--- src/rtl/ysyx_041461_icache_ctrl_if.sv ---
// ---------------------------------------------------------------------------
// ysyx_041461_icache_ctrl_if
//   Bundle of every signal of the IF1 instruction-cache controller except
//   clk/rst: fetch request, result to IF2, control (fence_i / flush), the
//   shared port of the four 128-bit instruction SRAMs, and the single-beat
//   AXI read channel.
//
//   Parameter: IDX_W - set index width (sram_addr width).
//
//   Modports:
//     master - the cache controller (drives req_ready, out_*, hit_way,
//              trap_out, sram_*, axi_arvalid/araddr/rready, axi_rdata_q)
//     slave  - the surrounding fetch pipeline, SRAM macros and AXI port
//
//   Handshakes (req, out, axi ar, axi r): a transfer happens on the rising
//   clk edge where valid and ready are both high. Once raised, valid is held
//   with stable payload until that edge; the only exception is out_valid,
//   which is withdrawn in the same cycle that flush is asserted because the
//   result is being discarded.
// ---------------------------------------------------------------------------
interface ysyx_041461_icache_ctrl_if #(parameter int IDX_W = 4);
  logic              req_valid;
  logic [63:0]       req_pc;
  logic              req_ready;
  logic              fence_i;
  logic              flush;
  logic              out_valid;
  logic              out_ready;
  logic [63:0]       out_pc;
  logic [7:0]        hit_way;
  logic [3:0]        trap_out;
  logic [3:0]        sram_cen;
  logic [3:0]        sram_wen;
  logic [IDX_W-1:0]  sram_addr;
  logic [127:0]      sram_bwen;
  logic [127:0]      sram_wdata;
  logic              axi_arvalid;
  logic              axi_arready;
  logic [63:0]       axi_araddr;
  logic              axi_rvalid;
  logic              axi_rready;
  logic [1:0]        axi_rresp;
  logic [63:0]       axi_rdata;
  logic [63:0]       axi_rdata_q;

  modport master (
    input  req_valid, req_pc, fence_i, flush, out_ready,
    input  axi_arready, axi_rvalid, axi_rresp, axi_rdata,
    output req_ready, out_valid, out_pc, hit_way, trap_out,
    output sram_cen, sram_wen, sram_addr, sram_bwen, sram_wdata,
    output axi_arvalid, axi_araddr, axi_rready, axi_rdata_q
  );

  modport slave (
    output req_valid, req_pc, fence_i, flush, out_ready,
    output axi_arready, axi_rvalid, axi_rresp, axi_rdata,
    input  req_ready, out_valid, out_pc, hit_way, trap_out,
    input  sram_cen, sram_wen, sram_addr, sram_bwen, sram_wdata,
    input  axi_arvalid, axi_araddr, axi_rready, axi_rdata_q
  );
endinterface

--- src/rtl/ysyx_041461_icache_ctrl.sv ---
// ---------------------------------------------------------------------------
// ysyx_041461_icache_ctrl
//   IF1 instruction-cache controller. Owns the 8-way tag/valid flop arrays,
//   drives the four 128-bit instruction SRAMs (two 64-bit ways per row),
//   produces the one-hot hit vector for IF2, runs a single-beat AXI read on
//   a miss, refills the victim way and forwards the registered AXI beat.
//
//   Ports:
//     clk, rst   - clock; asynchronous active-high reset
//     bus        - ysyx_041461_icache_ctrl_if.master (request, result,
//                  fence_i/flush, SRAM port, AXI read channel)
//     dbg_state  - current FSM state (state_t encoding)
//
//   Build option: define YSYX_041461_ICACHE_EN to build the cache. Without
//   it every fetch goes to AXI, hit_way stays 0, the SRAMs are never enabled
//   and no tag/valid storage exists; fence_i still takes its single cycle.
// ---------------------------------------------------------------------------
module ysyx_041461_icache_ctrl #(
  parameter int IDX_W = 4
) (
  input  logic                        clk,
  input  logic                        rst,
  ysyx_041461_icache_ctrl_if.master   bus,
  output logic [2:0]                  dbg_state
);
  typedef enum logic [2:0] {
    S_IDLE, S_LOOKUP, S_AR, S_R, S_FILL, S_RESP
  } state_t;

  state_t      state_q, state_d;
  logic [63:0] pc_q;
  logic [7:0]  hit_way_q;
  logic        trap_q;
  logic [63:0] rdata_q;
  logic        kill_q;
  logic        fence_pend_q;

  logic [7:0]  hit_vec;        // lookup result for bus.req_pc
  logic        fill_cacheable; // latched pc may be allocated
  logic        accept;
  logic        fence_now;      // valid-bit clear happens this cycle
  logic        kill_eff;

  // ---------------- next state / handshake outputs ----------------
  always_comb begin
    state_d         = state_q;
    bus.req_ready   = 1'b0;
    bus.out_valid   = 1'b0;
    bus.axi_arvalid = 1'b0;
    bus.axi_rready  = 1'b0;
    fence_now       = 1'b0;
    kill_eff        = kill_q | bus.flush;
    case (state_q)
      S_IDLE: begin
        fence_now     = bus.fence_i | fence_pend_q;
        bus.req_ready = !bus.flush && !fence_now;
      end
      S_LOOKUP: begin
        bus.out_valid = !bus.flush;
        if (bus.flush) begin
          state_d = S_IDLE;
        end else if (bus.out_ready) begin
          state_d = S_IDLE;
          // A fence seen now (or pended) must clear the arrays before the
          // next lookup, so the overlapping accept is suppressed.
          bus.req_ready = !bus.fence_i && !fence_pend_q;
        end
      end
      S_AR: begin
        bus.axi_arvalid = 1'b1;
        if (bus.axi_arready) state_d = S_R;
      end
      S_R: begin
        bus.axi_rready = 1'b1;
        if (bus.axi_rvalid) begin
          if (bus.axi_rresp != 2'b00 || !fill_cacheable)
            state_d = kill_eff ? S_IDLE : S_RESP;
          else
            state_d = S_FILL;
        end
      end
      S_FILL: state_d = kill_eff ? S_IDLE : S_RESP;
      S_RESP: begin
        bus.out_valid = !bus.flush;
        if (bus.flush || bus.out_ready) state_d = S_IDLE;
      end
      default: state_d = S_IDLE;
    endcase
    accept = bus.req_valid && bus.req_ready;
    if (accept) state_d = (|hit_vec) ? S_LOOKUP : S_AR;
  end

  // ---------------- control registers ----------------
  always_ff @(posedge clk or posedge rst) begin
    if (rst) begin
      state_q      <= S_IDLE;
      pc_q         <= 64'h0;
      hit_way_q    <= 8'h0;
      trap_q       <= 1'b0;
      rdata_q      <= 64'h0;
      kill_q       <= 1'b0;
      fence_pend_q <= 1'b0;
    end else begin
      state_q <= state_d;
      if (accept) begin
        pc_q      <= bus.req_pc;
        hit_way_q <= hit_vec;
        trap_q    <= 1'b0;
      end
      if (state_q == S_R && bus.axi_rvalid) begin
        rdata_q <= bus.axi_rdata;
        trap_q  <= (bus.axi_rresp != 2'b00);
      end
      // The AXI beat is always collected; kill only suppresses the result.
      if (state_d == S_IDLE)
        kill_q <= 1'b0;
      else if (bus.flush && (state_q == S_AR || state_q == S_R || state_q == S_FILL))
        kill_q <= 1'b1;
      if (bus.fence_i && state_q != S_IDLE)
        fence_pend_q <= 1'b1;
      else if (fence_now)
        fence_pend_q <= 1'b0;
    end
  end

  assign bus.out_pc      = pc_q;
  assign bus.hit_way     = (state_q == S_LOOKUP) ? hit_way_q : 8'h0;
  assign bus.trap_out    = (state_q == S_RESP) ? {3'b000, trap_q} : 4'h0;
  assign bus.axi_araddr  = {pc_q[63:3], 3'b000};
  assign bus.axi_rdata_q = rdata_q;
  assign dbg_state       = state_q;

`ifdef YSYX_041461_ICACHE_EN
  localparam int SETS  = 1 << IDX_W;
  localparam int TAG_W = 32 - IDX_W - 3;

  logic [TAG_W-1:0] tag_q [8][SETS];
  logic [SETS-1:0]  valid_q [8];
  logic [2:0]       rr_q;
  logic [2:0]       victim;
  logic             do_fill;
  logic [IDX_W-1:0] req_idx, pc_idx;
  logic [TAG_W-1:0] req_tag, pc_tag;

  assign req_idx        = bus.req_pc[IDX_W+2:3];
  assign req_tag        = bus.req_pc[31:IDX_W+3];
  assign pc_idx         = pc_q[IDX_W+2:3];
  assign pc_tag         = pc_q[31:IDX_W+3];
  assign fill_cacheable = pc_q[31];
  assign do_fill        = (state_q == S_FILL);

  // pc[31]==0 is the uncacheable region: never hits, never allocates.
  always_comb begin
    hit_vec = 8'h0;
    for (int w = 0; w < 8; w++)
      hit_vec[w] = bus.req_pc[31] && valid_q[w][req_idx] && (tag_q[w][req_idx] == req_tag);
  end

  // Lowest invalid way wins; a full set falls back to round-robin.
  always_comb begin
    victim = rr_q;
    for (int w = 7; w >= 0; w--)
      if (!valid_q[w][pc_idx]) victim = 3'(w);
  end

  always_ff @(posedge clk or posedge rst) begin
    if (rst) begin
      for (int w = 0; w < 8; w++) valid_q[w] <= '0;
      rr_q <= 3'd0;
    end else if (fence_now) begin
      for (int w = 0; w < 8; w++) valid_q[w] <= '0;
    end else if (do_fill) begin
      valid_q[victim][pc_idx] <= 1'b1;
      rr_q                    <= rr_q + 3'd1;
    end
  end

  // Tags are qualified by valid bits, so they need no reset.
  always_ff @(posedge clk) begin
    if (do_fill) tag_q[victim][pc_idx] <= pc_tag;
  end

  always_comb begin
    bus.sram_cen   = 4'hF;
    bus.sram_wen   = 4'hF;
    bus.sram_addr  = '0;
    bus.sram_bwen  = {128{1'b1}};
    bus.sram_wdata = {rdata_q, rdata_q};
    if (accept) begin
      bus.sram_cen  = 4'h0;
      bus.sram_addr = req_idx;
    end else if (do_fill) begin
      bus.sram_cen[victim[2:1]] = 1'b0;
      bus.sram_wen[victim[2:1]] = 1'b0;
      bus.sram_addr             = pc_idx;
      bus.sram_bwen             = victim[0] ? {64'h0, {64{1'b1}}} : {{64{1'b1}}, 64'h0};
    end
  end
`else
  assign hit_vec        = 8'h0;
  assign fill_cacheable = 1'b0;
  assign bus.sram_cen   = 4'hF;
  assign bus.sram_wen   = 4'hF;
  assign bus.sram_addr  = '0;
  assign bus.sram_bwen  = {128{1'b1}};
  assign bus.sram_wdata = {rdata_q, rdata_q};
`endif
endmodule

--- src/flat_wrapper.sv ---
// flat-port wrapper written by rule: the top's interface ports become plain ports
module ysyx_041461_icache_ctrl_flat 
#(
  parameter int IDX_W = 4
)
  (clk, rst, dbg_state, bus_req_valid, bus_req_pc, bus_fence_i, bus_flush, bus_out_ready, bus_axi_arready, bus_axi_rvalid, bus_axi_rresp, bus_axi_rdata, bus_req_ready, bus_out_valid, bus_out_pc, bus_hit_way, bus_trap_out, bus_sram_cen, bus_sram_wen, bus_sram_addr, bus_sram_bwen, bus_sram_wdata, bus_axi_arvalid, bus_axi_araddr, bus_axi_rready, bus_axi_rdata_q);
  ysyx_041461_icache_ctrl_if #(.IDX_W(IDX_W)) bus_i ();
  input  logic clk;
  input  logic rst;
  output logic [2:0] dbg_state;
  input wire logic [$bits(bus_i.req_valid)-1:0] bus_req_valid;
  input wire logic [$bits(bus_i.req_pc)-1:0] bus_req_pc;
  input wire logic [$bits(bus_i.fence_i)-1:0] bus_fence_i;
  input wire logic [$bits(bus_i.flush)-1:0] bus_flush;
  input wire logic [$bits(bus_i.out_ready)-1:0] bus_out_ready;
  input wire logic [$bits(bus_i.axi_arready)-1:0] bus_axi_arready;
  input wire logic [$bits(bus_i.axi_rvalid)-1:0] bus_axi_rvalid;
  input wire logic [$bits(bus_i.axi_rresp)-1:0] bus_axi_rresp;
  input wire logic [$bits(bus_i.axi_rdata)-1:0] bus_axi_rdata;
  output wire logic [$bits(bus_i.req_ready)-1:0] bus_req_ready;
  output wire logic [$bits(bus_i.out_valid)-1:0] bus_out_valid;
  output wire logic [$bits(bus_i.out_pc)-1:0] bus_out_pc;
  output wire logic [$bits(bus_i.hit_way)-1:0] bus_hit_way;
  output wire logic [$bits(bus_i.trap_out)-1:0] bus_trap_out;
  output wire logic [$bits(bus_i.sram_cen)-1:0] bus_sram_cen;
  output wire logic [$bits(bus_i.sram_wen)-1:0] bus_sram_wen;
  output wire logic [$bits(bus_i.sram_addr)-1:0] bus_sram_addr;
  output wire logic [$bits(bus_i.sram_bwen)-1:0] bus_sram_bwen;
  output wire logic [$bits(bus_i.sram_wdata)-1:0] bus_sram_wdata;
  output wire logic [$bits(bus_i.axi_arvalid)-1:0] bus_axi_arvalid;
  output wire logic [$bits(bus_i.axi_araddr)-1:0] bus_axi_araddr;
  output wire logic [$bits(bus_i.axi_rready)-1:0] bus_axi_rready;
  output wire logic [$bits(bus_i.axi_rdata_q)-1:0] bus_axi_rdata_q;
  assign bus_i.req_valid = bus_req_valid;
  assign bus_i.req_pc = bus_req_pc;
  assign bus_i.fence_i = bus_fence_i;
  assign bus_i.flush = bus_flush;
  assign bus_i.out_ready = bus_out_ready;
  assign bus_i.axi_arready = bus_axi_arready;
  assign bus_i.axi_rvalid = bus_axi_rvalid;
  assign bus_i.axi_rresp = bus_axi_rresp;
  assign bus_i.axi_rdata = bus_axi_rdata;
  assign bus_req_ready = bus_i.req_ready;
  assign bus_out_valid = bus_i.out_valid;
  assign bus_out_pc = bus_i.out_pc;
  assign bus_hit_way = bus_i.hit_way;
  assign bus_trap_out = bus_i.trap_out;
  assign bus_sram_cen = bus_i.sram_cen;
  assign bus_sram_wen = bus_i.sram_wen;
  assign bus_sram_addr = bus_i.sram_addr;
  assign bus_sram_bwen = bus_i.sram_bwen;
  assign bus_sram_wdata = bus_i.sram_wdata;
  assign bus_axi_arvalid = bus_i.axi_arvalid;
  assign bus_axi_araddr = bus_i.axi_araddr;
  assign bus_axi_rready = bus_i.axi_rready;
  assign bus_axi_rdata_q = bus_i.axi_rdata_q;
  ysyx_041461_icache_ctrl #(.IDX_W(IDX_W)) u_core (.clk(clk), .rst(rst), .bus(bus_i), .dbg_state(dbg_state));
endmodule
--- config.mk ---
export PLATFORM = sky130hd
export DESIGN_NAME = ysyx_041461_icache_ctrl_flat
export DESIGN_NICKNAME = d
export VERILOG_FILES = /design/src/rtl/ysyx_041461_icache_ctrl_if.sv /design/src/rtl/ysyx_041461_icache_ctrl.sv /design/src/flat_wrapper.sv
export SDC_FILE = /design/constraint.sdc
export NUM_CORES = 1
export LEC_CHECK = 0
export CORE_AREA = 2 2 239 241
export DETAILED_ROUTE_END_ITERATION = 6
export DIE_AREA = 0 0 241 243
export MAX_ROUTING_LAYER = met4
export PLACE_DENSITY = 0.43
export SYNTH_ARGS = -nofsm -noshare
export SYNTH_HDL_FRONTEND = slang
export SYNTH_SLANG_ARGS = --single-unit
export TNS_END_PERCENT = 30
--- constraint.sdc ---
create_clock -name clk -period 3.9 [get_ports clk]
set_clock_uncertainty 0.15 [all_clocks]
set_input_delay 0.39 -clock clk [delete_from_list [all_inputs] [get_ports clk]]
set_output_delay 0.39 -clock clk [all_outputs]
set_load 0.02 [all_outputs]
**Yosys cells after proc, flatten, opt, wreduce, memory -nomap -nowiden**

Index checks and enable logic that the tools add are counted.

- Output and inout bits: 479
- Logic and storage cells: 56
- Input bits: 138
- Register bits after elaboration: 134

- Eq/ne operators: 5
- Reduce and logical (&&, ||, !) cells: 21
- Muxes and demuxes: 22
- Bitwise gates (word level): 2

Operators with widths:

| cell | number |
|---|---|
| two-way mux 3 bit | 7 |
| one-hot mux 3 bit (6 select lines) | 1 |
| two-way mux 1 bit | 13 |
| nonzero test 2 bit | 4 |
| == test 3 x 2 -> 1 bit, second input constant | 2 |
| == test 3 bit, second input constant | 2 |
| logical AND 1 bit | 6 |
| logical NOT 3 bit | 2 |
| logical NOT 1 bit | 4 |
| == test 3 x 1 -> 1 bit, second input constant | 1 |
| logical OR 1 bit | 3 |
| nonzero test 3 bit | 1 |
| bitwise OR 1 bit | 2 |
| one-hot mux 1 bit (2 select lines) | 1 |
| OR reduction 2 bit | 1 |

**Longest topological paths before layout**

- Depth in word-level cells: 9
- Depth in mapped cells: 6
- Mapped depth without buffers: 4

**Least setup slack after synthesis**

OpenSTA, ideal clock, no wires.

- Path type: register to register
- Start: register u_core.state_q[2], in the netlist u_core.dbg_state[2]
- End: register u_core.rdata_q[26], in the netlist u_core.bus.axi_rdata_q[26]
- Arrival time: 1.509 ns
- Buffers on the path: 2
- Stages on the path, launching flop included: 6
- Slack: 2.116 ns
- Setup time: 0.125 ns
- Required time: 3.625 ns
- Clock period less this slack: 1.784 ns
- Cell sequence: dfrtp_1 > and2b_1 > nand3_1 > buf_4 > buf_6 > mux2_4

- Word-level cells in the longest chain between the ends: 2

RTL lines:

| element | RTL line | source |
|---|---|---|
| from (decl) | ysyx_041461_icache_ctrl.sv:30 | `state_t state_q, state_d;` |
| from (signal assigned) | ysyx_041461_icache_ctrl.sv:104 | `state_q <= state_d;` |
| == test 3 x 2 -> 1 bit | ysyx_041461_icache_ctrl.sv:110 | `if (state_q == S_R && bus.axi_rvalid) begin` |
| logical AND 1 bit | ysyx_041461_icache_ctrl.sv:110 |  |
| to (signal assigned) | ysyx_041461_icache_ctrl.sv:111 | `rdata_q <= bus.axi_rdata;` |
| to (decl) | ysyx_041461_icache_ctrl.sv:34 | `logic [63:0] rdata_q;` |

No other way between the ends.
A chain may end at the register's enable or synchronous reset.

**Worst setup path in the final report**

- Start: register u_core.state_q[2], in the netlist u_core.dbg_state[2]
- End: output bus_axi_rready

- Word-level cells in the longest chain between the ends: 2

RTL lines:

| element | RTL line | source |
|---|---|---|
| == test 3 x 2 -> 1 bit | ysyx_041461_icache_ctrl.sv:53 | `case (state_q)` |
| two-way mux 1 bit | ysyx_041461_icache_ctrl.sv:53 |  |
| to (decl) | flat_wrapper.sv:32 | `output wire logic [$bits(bus_i.axi_rready)-1:0] bus_axi_rready;` |

No other way between the ends.

==> flow_summary.json <==
{
  "drv_slew": 0,
  "die-width_um": 241,
  "routed.top_layer": "met4",
  "synth_seq_cells": 134,
  "place_ws_ns": 1.33,
  "synth.top_cell.area_share_pct": 42.0,
  "final.setup.tns_ns": 0,
  "leakage_nw": 5.26,
  "post-route-drc-count": 0,
  "worstSetupPathType": "flop to output pin",
  "clk-insertion-delay-late_ns": 0.46,
  "drv_cap": 0,
  "cts_hold_buf": 0,
  "cp_max_fo": 9,
  "relSlewSlack_pct": 44.6,
  "cts.reportedPaths.clkPinSlew_ns": 0.06,
  "finalCriticalPeriod_ns": 2.68,
  "area_delta_synth_final_pct": 51.4,
  "syn-cell-area_mm2": 0.00799,
  "n_fill_cell": 6039,
  "drive_above_1_share_pct": 17.6,
  "drt_iter0_drc": 80,
  "htreeDepth": 4,
  "end_kind": "output pin",
  "grt_usage_pct": 7.84,
  "p_per_area_mw_per_mm2": 935,
  "rsz0062_at_grt": "no",
  "antenna_found_initial": 2,
  "hp-class": "input pin to async pin",
  "grt_start_max_net_pins": 52,
  "route.met3.wl_um": 2170,
  "clk_path_buf_depth": 2,
  "ir_drop_mv": 0.350,
  "syn_area_per_cell_um2": 12.1,
  "dp_hpwl_um": 17800,
  "grt_pass1_wl_um": 32100,
  "ff2ff_setup_slack_ns": 1.50,
  "instances_no_fill": 1710,
  "place_inst": 1677,
  "worst_slack_ns": 1.22,
  "cts_tree": "done",
  "cts_resized": 0,
  "place_congestion": 0.719,
  "fin_util_pct": 21.6,
  "routed_wl_um": 22800,
  "synth_cell_types": 25,
  "cp-start-kind": "flop",
  "coreArea_mm2": 0.0560,
  "yosysSeqAreaShare_pct": 42.0,
  "postRouteAntennaNets": 0,
  "port_buffers": 462,
  "initial_utilization_pct": 14.3,
  "first_global_vias": 4936,
  "setup_viol": 0,
  "status": "finished clean",
  "vias_per_cell": 2.87,
  "ios": 617,
  "rows": 87,
  "nets": 1078,
  "netlist_instances": 659,
  "hold_viol_final": 0,
  "worstMarginPinSlew_ns": 0.831,
  "met1Wirelength_um": 8330,
  "clkSinkCount": 134,
  "numCtsBuffers": 17,
  "gr-total-overflow": 0,
  "cp_data_arrival_time_ns": 2.14,
  "die-area_mm2": 0.0586,
  "dr_wl_met2_um": 11900,
  "yosysWarnings": 0,
  "synth_top_cells_by_area": "dfrtp_1, buf_4, mux2_4",
  "cts_setup_buffers": 0,
  "post_drt_wl_per_cell_um": 13.3,
  "die_h_um": 243,
  "timing.fmax_ghz": 0.373,
  "synth_largest_area_cell": "dfrtp_1",
  "vias": 4908,
  "worstPathRequired_ns": 3.36,
  "dr.pass1.iters": 4,
  "fin_crit_sh_pct": 68.8,
  "root_buffer": "clkbuf_16"
}
-- per-layer routing --
| metal | global-route usage (%) | vias up |
|---|---|---|
| met2 | 13.3 | 322 |
| met1 | 7.91 | 2360 |
| met5 | - | - |
| li1 | - | 2206 |
| met4 | 3.27 | 0 |
| met3 | 3.24 | 20 |
-- final timing paths --
check	cells past startpoint	to	start
worst max-delay path	3	bus_axi_rready	u_core.dbg_state[2]$_DFF_PP0_
worst min-delay path	2	u_core.bus.out_pc[36]$_DFFE_PP0P_	rst
worst max register to register	4	u_core.bus.out_pc[60]$_DFFE_PP0P_	u_core.dbg_state[0]$_DFF_PP0_
worst min register to register	2	u_core.trap_q$_DFFE_PP0P_	u_core.trap_q$_DFFE_PP0P_
max in group asynchronous	3	u_core.bus.axi_rdata_q[63]$_DFFE_PP0P_	rst
min in group clk	2	u_core.trap_q$_DFFE_PP0P_	u_core.trap_q$_DFFE_PP0P_
-- synthesized netlist by cell type --
master    number
o21ai_0        2
o32ai_1        2
nand3_1        2
nor3_1         3
and2b_1        1
nor2b_1        2
buf_2          4
o22ai_1        1
dfrtp_1      134
nand2b_1       2
inv_1          2
conb_1         2
nor2_1         8
and2_1         2
and3_1         1
a21oi_1        2
o21ba_2        1
buf_4        345
clkbuf_1       1
a22oi_1        1
nand2_1        4
buf_6          8
mux2_4        76
nand4b_1       1
mux2_2        52
-- layout make-up --
cell class	instances	area (um^2)	share of cell area, %
antenna	2	5.00	0.0414
clock buffer	21	480	3.97
clock inverter	10	96.3	0.797
inverter	2	11.3	0.0931
multi-input combinational	317	2510	20.7
sequential	134	3350	27.7
tap	756	946	7.82
timing repair buffer	468	4690	38.8
-- power breakdown --
| part | total (W) | switching (W) | internal [W] |
|---|---|---|---|
| Combinational | 0.00684 | 0.00322 | 0.00362 |
| Clock | 0.00160 | 0.000664 | 0.000940 |
| Sequential | 0.00287 | 0.000793 | 0.00208 |
-- sequential cells by signal, summed over array words and instances, names as in the netlist --
signal	cells
u_core.trap_q	1
u_core.fence_pend_q	1
u_core.bus.out_pc	64
u_core.kill_q	1
u_core.dbg_state	3
u_core.bus.axi_rdata_q	64
-- cells in the final DEF (no fill, tap or decap), drive strengths merged, types with 2 or more instances in the layout --
cell type and count:
o32ai 2, mux2 128, inv 3, nand2 4, a21oi 2, clkbuf 21
clkinv 3, nor2b 2, nand3 2, buf 6, diode 2, conb 154
o21ai 2, nor3 3, dfrtp 134, and2 2, nor2 8, clkdlybuf4s50 462
nand2b 2, clkinvlp 5
-- metrics by stage --
step           power (W)  instance area (um^2)  hold WS, ns
2_1_floorplan    0.00742                  8560        0.306
3_3_place_gp     0.00980                 11500        0.344
3_5_place_dp     0.00981                 11500        0.340
4_1_cts           0.0115                 12100        0.117
5_1_grt           0.0119                 12100        0.167
6_report          0.0113                 12100        0.152
-- logic make-up (layout without fill, tap and decap cells) --
| logic type | count (synthesis) | count (layout) | share of synthesized area [%] |
|---|---|---|---|
| buffers and inverters | 360 | 501 | 33.9 |
| flip-flops | 134 | 134 | 42.0 |
| multiplexers | 128 | 128 | 21.6 |
| AND/OR/NAND/NOR | 26 | 26 | 1.63 |
| AO/OA/AOI/OAI | 9 | 9 | 0.767 |
| other | 2 | 156 | 0.0940 |
-- worst max-delay path, stage by stage, from the launching register on --
cell,delay [ns]
dfrtp_1,0.47
and2b_1,0.32
and2_1,0.15
clkdlybuf4s50_1,0.73
Note: power is estimated with default switching activity, not from simulation.
